[src/rtl/i2c_master_seq.sv]
// rtl/i2c_master_seq.sv - byte-level I2C master sequencer executing START/WRITE/READ/STOP commands
// Optional clock stretching in q2 of every phase: define I2C_MASTER_STRETCH_EN.
module i2c_master_seq #(
  parameter int CLK_DIV = 4
) (
  input  logic       wb_clk_i,
  input  logic       wb_rst_n_i,
  input  logic       cmd_valid_i,
  input  logic [1:0] cmd_i,
  input  logic [7:0] cmd_data_i,
  input  logic       cmd_last_i,
  output logic       cmd_ready_o,
  output logic       done_o,
  output logic [7:0] rd_data_o,
  output logic       nack_o,
  output logic       err_o,
  output logic       busy_o,
  input  logic       scl_i,
  input  logic       sda_i,
  output logic       scl_oe_o,
  output logic       sda_oe_o
);
  typedef enum logic [1:0] {S_IDLE, S_START, S_BIT, S_STOP} state_t;

  localparam logic [1:0] C_START = 2'd0;
  localparam logic [1:0] C_WRITE = 2'd1;
  localparam logic [1:0] C_STOP  = 2'd3;
`ifdef I2C_MASTER_STRETCH_EN
  localparam bit STRETCH = 1'b1;
`else
  localparam bit STRETCH = 1'b0;
`endif
  localparam logic [9:0] Q_LAST = 10'(CLK_DIV - 1);
  localparam logic [9:0] Q_FIN  = 10'(CLK_DIV - 2);

  state_t     state;
  logic [9:0] cnt;
  logic [1:0] qtr;
  logic [3:0] bit_idx;
  logic       is_wr;
  logic       last_r;
  logic       ack_s;
  logic [7:0] sh;
  logic       stall;
  logic       q_end;
  logic       fin;
  logic       nbit_oe;

  assign stall = STRETCH && (qtr == 2'd2) && !scl_i;
  assign q_end = (cnt == Q_LAST) && !stall;
  // Completion is flagged one cycle early so done_o lands on the final cycle of q3
  assign fin   = (state != S_IDLE) && (qtr == 2'd3) && (cnt == Q_FIN) &&
                 ((state != S_BIT) || (bit_idx == 4'd8));

  // SDA drive for the bit that follows bit_idx; sh has already shifted by then
  always_comb begin
    nbit_oe = 1'b0;
    if (bit_idx == 4'd7)
      nbit_oe = !is_wr && !last_r;
    else if (is_wr)
      nbit_oe = !sh[7];
  end

  always_ff @(posedge wb_clk_i or negedge wb_rst_n_i) begin
    if (!wb_rst_n_i) begin
      state       <= S_IDLE;
      cnt         <= '0;
      qtr         <= '0;
      bit_idx     <= '0;
      is_wr       <= 1'b0;
      last_r      <= 1'b0;
      ack_s       <= 1'b0;
      sh          <= '0;
      scl_oe_o    <= 1'b0;
      sda_oe_o    <= 1'b0;
      cmd_ready_o <= 1'b0;
      done_o      <= 1'b0;
      busy_o      <= 1'b0;
      err_o       <= 1'b0;
      nack_o      <= 1'b0;
      rd_data_o   <= '0;
    end else begin
      done_o <= 1'b0;
      case (state)
        S_IDLE: begin
          cmd_ready_o <= 1'b1;
          cnt         <= '0;
          qtr         <= '0;
          bit_idx     <= '0;
          if (cmd_valid_i && cmd_ready_o) begin
            if (cmd_i == C_START) begin
              state       <= S_START;
              cmd_ready_o <= 1'b0;
              busy_o      <= 1'b1;
              sda_oe_o    <= 1'b0;
            end else if (!busy_o) begin
              done_o <= 1'b1;
              err_o  <= 1'b1;
            end else if (cmd_i == C_STOP) begin
              state       <= S_STOP;
              cmd_ready_o <= 1'b0;
              sda_oe_o    <= 1'b1;
            end else begin
              state       <= S_BIT;
              cmd_ready_o <= 1'b0;
              is_wr       <= (cmd_i == C_WRITE);
              last_r      <= cmd_last_i;
              sh          <= cmd_data_i;
              scl_oe_o    <= 1'b1;
              sda_oe_o    <= (cmd_i == C_WRITE) && !cmd_data_i[7];
            end
          end
        end
        default: begin
          if (fin) begin
            state       <= S_IDLE;
            done_o      <= 1'b1;
            cmd_ready_o <= 1'b1;
            err_o       <= 1'b0;
            if (state == S_STOP)
              busy_o <= 1'b0;
            if (state == S_BIT) begin
              if (is_wr)
                nack_o <= ack_s;
              else
                rd_data_o <= sh;
            end
          end else if (q_end) begin
            cnt <= '0;
            qtr <= qtr + 2'd1;
            if ((state == S_BIT) && (qtr == 2'd2)) begin
              if (bit_idx == 4'd8)
                ack_s <= sda_i;
              else
                sh <= {sh[6:0], sda_i};
            end
            case (qtr)
              2'd0: scl_oe_o <= 1'b0;
              2'd1: begin
                if (state == S_START)
                  sda_oe_o <= 1'b1;
                else if (state == S_STOP)
                  sda_oe_o <= 1'b0;
              end
              2'd2: begin
                if (state != S_STOP)
                  scl_oe_o <= 1'b1;
              end
              2'd3: begin
                // only BIT phases wrap here; START/STOP finish via fin
                bit_idx  <= bit_idx + 4'd1;
                sda_oe_o <= nbit_oe;
              end
            endcase
          end else if (!stall) begin
            cnt <= cnt + 10'd1;
          end
        end
      endcase
    end
  end
endmodule

[config.mk]
export PLATFORM = sky130hd
export DESIGN_NAME = i2c_master_seq
export DESIGN_NICKNAME = d
export VERILOG_FILES = /design/src/rtl/i2c_master_seq.sv
export SDC_FILE = /design/constraint.sdc
export NUM_CORES = 1
export LEC_CHECK = 0
export CAP_MARGIN = 20
export CORE_MARGIN = 1
export CORE_UTILIZATION = 34
export DETAILED_ROUTE_END_ITERATION = 8
export DONT_BUFFER_PORTS = 1
export PLACE_DENSITY_LB_ADDON = 0.1
export SLEW_MARGIN = 0
export SYNTH_ARGS = -nofsm -noshare
export SYNTH_HDL_FRONTEND = slang
export SYNTH_SLANG_ARGS = --single-unit
[constraint.sdc]
create_clock -name wb_clk_i -period 5.3 [get_ports wb_clk_i]
set_clock_uncertainty 0.2 [all_clocks]
set_input_delay 0.795 -clock wb_clk_i [delete_from_list [all_inputs] [get_ports wb_clk_i]]
set_output_delay 0.795 -clock wb_clk_i [all_outputs]
set_load 0.05 [all_outputs]
==> results of run 1 <==
worst max-delay path: cells and delay by family, from the launching register on:
family / cells / cell delay (ns)
adder cells (fa/ha/maj): 1 / 0.38
flip-flops: 1 / 0.41
AND/OR/NAND/NOR: 1 / 0.27
AO/OA/AOI/OAI: 3 / 1.45
kinds of logic (layout without fill, tap and decap cells):
logic type                 Yosys count  after routing
DFF                                 44             44
xor gates and xnor gates             9              9
AOI/OAI and AO/OA                   42             42
muxes                               21             21
and+or+nand+nor                     72             72
adders and majority gates           11             11
buffers and inverters               22             23
registers in the layout, indices dropped and copies added (netlist names):
| name | count |
|---|---|
| cmd_ready_o | 1 |
| nack_o | 1 |
| rd_data_o | 8 |
| qtr | 2 |
| state | 2 |
| last_r | 1 |
| sh | 8 |
| bit_idx | 4 |
| scl_oe_o | 1 |
| busy_o | 1 |
| is_wr | 1 |
| cnt | 10 |
| ack_s | 1 |
| done_o | 1 |
| sda_oe_o | 1 |
| err_o | 1 |
power groups by stage:
stage          logic, mW  clock network, mW  registers (mW)
2_1_floorplan      0.317                  0           0.524
4_1_cts            0.363              0.224           0.550
5_1_grt            0.412              0.240           0.562
3_5_place_dp       0.353                  0           0.557
6_report           0.357              0.212           0.548
3_3_place_gp       0.353                  0           0.558
metal layers:
| layer | GRT usage | vias to the layer above | routed length, um |
|---|---|---|---|
| li1 | - | 775 | - |
| met1 | 0.181 | 724 | 2240 |
| met2 | 0.235 | 24 | 2220 |
| met5 | 0 | - | 0 |
| met4 | 0.0500 | 0 | 61 |
| met3 | 0.0366 | 4 | 144 |
synthesized netlist by cell type, types with 2 or more instances:
cell / n / share of area
a32o_1: 2 / 0.0084
or4_1: 2 / 0.0063
dfrtp_1: 44 / 0.46
nand3b_1: 3 / 0.0095
nor4_1: 3 / 0.0079
ha_1: 11 / 0.058
xnor2_1: 5 / 0.018
mux2i_1: 8 / 0.034
buf_6: 2 / 0.0095
and3_1: 2 / 0.0053
o21ai_1: 9 / 0.019
inv_1: 13 / 0.021
mux2_2: 4 / 0.019
nand4_1: 3 / 0.0079
buf_4: 3 / 0.0095
nand2_1: 26 / 0.041
xor2_1: 4 / 0.015
nand3_1: 4 / 0.0084
buf_2: 3 / 0.0063
o211ai_1: 2 / 0.0063
nor2_1: 18 / 0.028
a21oi_1: 5 / 0.011
o21ai_0: 10 / 0.021
mux2_4: 8 / 0.051
nor3_2: 2 / 0.0084
cell type report:
type	instances	share of cell area
repair buffers	2	0.0139
inverters	13	0.0193
flip-flops and latches	44	0.436
multi-input cells	155	0.457
well taps	80	0.0396
clock buffers	5	0.0272
clock inverters	3	0.00743
through the flow:
| stage | power, mW | utilization | instance area (um2) | setup WS (ns) | std cells |
|---|---|---|---|---|---|
| global route | 1.21 | 0.374 | 2530 | 2.22 | 302 |
| floorplan | 0.840 | - | 2370 | 2.83 | 221 |
| CTS | 1.14 | 0.374 | 2530 | 2.43 | 302 |
| global placement | 0.911 | 0.357 | 2410 | 2.43 | 293 |
| finish | 1.12 | 0.374 | 2530 | 2.49 | 302 |
| detailed placement | 0.910 | 0.357 | 2410 | 2.45 | 293 |
what timing repair did:
item | CTS | global route
endpoints found under the setup margin | 0 | 0
hold buffers | 1 | 0
endpoints found under the hold margin | 44 | 0
buffers inserted | 0 | 0
final timing paths:
path	slack (ns)	to	cells past startpoint
setup / recovery	2.49	bit_idx[0]	5
hold / removal	0.12	rd_data_o[1]	1
setup reg to reg	2.49	bit_idx[0]	5
hold reg to reg	0.29	nack_o	1
max in group asynchronous	4.55	qtr[1]	1
min in group wb_clk_i	0.29	nack_o	1
==> results.toml, run 1 <==
[yosys]
synth.avg_cell_area_um2 = 10.7
synth_top_family_by_area = "simple AND/OR/NAND/NOR gates"
synth_fa_ha_area_frac = 0.0580
seq_area_frac_synth = 0.464
synth_compound_area_frac = 0.129
synth-xor-area-share = 0.0332
yosysUniqueCellTypes = 50
synth_simple_gate_area_frac = 0.157
ys_ff_latch = 44
synthFlopType = "dfrtp_1"
synth_edf_count = 0
synth_warnings = 0
synth_mux_area_frac = 0.108
synth_cells = 221
synth_area_um2 = 2370
async_flop_share = 1.00
synth_nets = 248

[global_route]
grt_pass1_wl_mm = 8.05
track_usage = 0.142
grt_max_degree = 45
grt_pass1_vias = 1597
grt_overflow = 0
antenna_found_initial = 0

[timing]
min_period_ns = 2.81
tightest_slew_ns = 0.857
rsz0062_at_grt = "false"
setup_viol = 0
finalHoldViolations = 0
period_share = 0.531
setup_tns_ns = 0
whs_ns = 0.118
report.final.slew_viol_count = 0
maxSlewHeadroom = 0.429
max_freq_ghz = 0.355

[final_layout]
nFillCells = 678
finalNetCount = 248
layout_common_cells = "44 x dfrtp_1, 26 x nand2_1, 17 x nor2_1"
areaGrowthSynthToFinish_pct = 6.37
layout_commonest_cell = "dfrtp_1"
drive_gt1_frac = 0.153
seqCellArea_um2 = 1100
diodes = 0
multi_input_area_um2 = 1150

[power]
p_int_mw = 0.646
p_leak_nw = 1.12
p_comb_frac = 0.319
sw_frac_of_total = 0.421
clkPwrFrac = 0.190
peakVddDrop_uv = 148
p_sw_mw = 0.471
p_per_area_nw_per_um2 = 442
seq_power_share = 0.490

[placed_design]
io_buffer_count = 0
place_congestion = 0.713
hpwl_mm = 3.24

[critical_path]
r2r_start = "qtr[0]"
cp.required_ns = 5.29
cp-start-kind = "flop"
critPathMaxStageDelay_ns = 0.85
path_cells = "ha_1 -> o211ai_1 -> a2111oi_4 -> nor2_2 -> a32o_1"
cp-end-kind = "flop"
startpoint = "qtr[0]"
path_max_fanout = 12
crit_type = "flop to flop"
cp_slowest_cell = "a2111oi_4"
crit_arrival_ns = 2.81

[routing]
wirelength_mm = 4.67
viasPerCell = 5.06
post_drt_wl_per_cell_um = 15.5
vias = 1527
drc = 0
antenna_left = 0
drt_iter0_markers = 25
firstDrtPassIters = 6

[clock_network]
tritoncts = "yes"
clock-root-buffer = "clkbuf_8"
post_cts_resized = 0
numCtsBuffers = 5
clock_latency_ns = 0.30
clock_path_buffers = 2
cts.clk_slew.worst_paths_ns = 0.09
htree_levels = 2
clkSinkCount = 44

[status]
status = "finished, final reports clean"

[min_path]
hold_path_class = "primary input to asynchronous set/reset pin"

[die]
initial_core_util = 0.351
io_pins = 31
fp.coreArea_um2 = 6760
rows = 30
die_area_um2 = 7320
die_w_um = 85.6
die_h_um = 85.6

[flow_run]
drv_cap = 0
Power figures use the tool's default switching activity.
==> run 2: changes to the inputs <==
==> constraint.sdc (replaced) <==
create_clock -name wb_clk_i -period 2.7 [get_ports wb_clk_i]
set_clock_uncertainty 0.2 [all_clocks]
set_input_delay 0.405 -clock wb_clk_i [delete_from_list [all_inputs] [get_ports wb_clk_i]]
set_output_delay 0.405 -clock wb_clk_i [all_outputs]
set_load 0.05 [all_outputs]
==> run 2 against run 1 <==
  * Sequential power is 90% higher
  * Non-clock buffer count rose by 9
  * Via count increased by 3.5%
  * Clock-buffer cell count up 2
  * Routed wire length grew 0.49%
  * Sequential share of layout area fell by 1.8 points
  * Die area unchanged
  * Final cell count grew 3.0%
==> results.toml, run 2 (synthesis gave the netlist of run 1 again) <==
[clock_network]
post-cts-setup-buffers = 0
htree_levels = 2
post_cts_resized = 0
tritoncts = "yes"
clock-root-buffer = "clkbuf_8"
clkSinkCount = 44
clock_latency_ns = 0.29
cts.clk_slew.worst_paths_ns = 0.08
clock_path_buffers = 2
numCtsBuffers = 5

[final_layout]
largest_register_ffs = 10
layout_commonest_cell = "dfrtp_1"
design_area_um2 = 2640
areaGrowthSynthToFinish_pct = 11.0
diodes = 0
regMostFlops = "cnt"
fin_cells = 311
layout_common_cells = "44 x dfrtp_1, 26 x nand2_1, 17 x nor2_1"
drive_gt1_frac = 0.182
top_regs = "cnt (10), rd_data_o (8), sh (8)"
finalNetCount = 257

[critical_path]
critPathMaxStageDelay_ns = 0.44
rr_worst_depth = 7
crit_arrival_ns = 2.29
path_max_fanout = 8
cp-end-kind = "flop"
cp_slowest_cell = "dfrtp_1"
r2r_start = "bit_idx[0]"
startpoint = "bit_idx[0]"
cp_top_family = "simple AND/OR/NAND/NOR gates"
path_cells = "inv_1 -> ha_1 -> nand3b_1 -> nand2b_1 -> or4_1 -> buf_4 -> mux2_4"
r2r_end = "rd_data_o[5]"
reg2reg_setup_slack_ns = 0.39
cp.required_ns = 2.69
crit_type = "flop to flop"
cp-start-kind = "flop"
crit_buf_inv = 2

[power]
p_sw_mw = 0.929
p_per_area_nw_per_um2 = 905
peakVddDrop_uv = 254
clkPwrFrac = 0.232
p_comb_frac = 0.329
p_leak_nw = 1.18
sw_frac_of_total = 0.390
p_int_mw = 1.46
seq_power_share = 0.438

[global_route]
met1_usage = 0.183
grt_util_met2 = 0.225
grt_pass1_wl_mm = 8.02
track_usage = 0.142
antenna_found_initial = 0
grt.met3_usage = 0.0481
grt_overflow = 0
busiest_layer = "met2"
grt_pass1_vias = 1614
grt_max_degree = 45

[routing]
viasPerCell = 5.08
wirelength_mm = 4.70
antenna_left = 0
vias = 1581
drc = 0
firstDrtPassIters = 4
drt_iter0_markers = 57
post_drt_wl_per_cell_um = 15.1

[min_path]
hold-path-endpoint = "ack_s"
min_from = "sda_i"
hold_depth = 1
hold_path_class = "primary input to flop"

[timing]
setup_tns_ns = 0
period_share = 0.854
max_freq_ghz = 0.434
maxSlewHeadroom = 0.655
rsz0062_at_grt = "false"
finalHoldViolations = 0
tightest_slew_ns = 0.518
setup_viol = 0
min_period_ns = 2.31
report.final.slew_viol_count = 0

[die]
fp.coreArea_um2 = 6760
rows = 30
io_pins = 31
die_area_um2 = 7320
die_w_um = 85.6
die_h_um = 85.6
initial_core_util = 0.351

[status]
status = "finished, final reports clean"

[placed_design]
io_buffer_count = 0
dp.cells = 301
placed_cell_area_um2 = 2470
place_congestion = 0.702
hpwl_mm = 3.34

[flow_run]
drv_cap = 0
==> run 2: cell count changes in the layout (fill, tap and decap cells not counted), sizes merged <==
cell	before	now
buf	2	10
bufinv	0	1
clkbuf	5	7
clkinv	3	0
dlygate4sd3	0	1
==> run 2: area by class of cell <==
cell class	instances	area, um2
repair buffers	11	105
fillers	653	4120
clock buffers	7	96.3
inverters	13	48.8
multi-input cells	155	1150
flip-flops and latches	44	1100
clock inverters	1	30.0
well taps	80	100
==> run 2: stage by stage <==
stage / hold WS (ns) / worst slack (ns) / power [mW] / utilization
2_1_floorplan: -0.0906 / 0.552 / 1.65 / -
3_3_place_gp: -0.0895 / 0.394 / 1.83 / 0.366
3_5_place_dp: -0.0894 / 0.396 / 1.84 / 0.366
4_1_cts: 0.0425 / 0.385 / 2.42 / 0.390
5_1_grt: 0.0401 / 0.243 / 2.58 / 0.390
6_report: 0.0596 / 0.394 / 2.38 / 0.390
==> run 2: worst max path at each step <==
stage | end | slack (ns) | depth (start not counted)
finish | rd_data_o[5] | 0.39 | 7
global route | rd_data_o[2] | 0.24 | 7
CTS | rd_data_o[2] | 0.39 | 7
detailed placement | rd_data_o[0] | 0.40 | 7
global placement | rd_data_o[5] | 0.39 | 7
floorplan | rd_data_o[0] | 0.55 | 6
==> run 2: what timing repair did <==
action | 4_1_cts | 5_1_grt
hold buffers | 2 | 0
setup endpoints to repair | 0 | 0
hold endpoints to repair | 44 | 0
==> run 2: metal layers <==
metal,share of wire,vias to the layer above
li1,-,801
met1,0.48,750
met5,0,-
met4,0.010,0
met2,0.47,26
met3,0.043,4
==> run 2: power groups by stage <==
stage | Combinational [mW] | Clock, mW | Sequential [mW]
2_1_floorplan | 0.621 | 0 | 1.03
3_5_place_dp | 0.774 | 0 | 1.06
6_report | 0.785 | 0.554 | 1.04
3_3_place_gp | 0.773 | 0 | 1.06
4_1_cts | 0.798 | 0.573 | 1.05
5_1_grt | 0.898 | 0.602 | 1.08
==> run 3: changes to the inputs <==
--- a/config.mk
+++ b/config.mk
@@ -11,7 +11,6 @@
 export DETAILED_ROUTE_END_ITERATION = 8
 export DONT_BUFFER_PORTS = 1
 export PLACE_DENSITY_LB_ADDON = 0.1
-export SLEW_MARGIN = 0
 export SYNTH_ARGS = -nofsm -noshare
 export SYNTH_HDL_FRONTEND = slang
 export SYNTH_SLANG_ARGS = --single-unit
==> results of run 3 <==
Same layout as run 2: the final DEF is identical, and so are final timing and power.
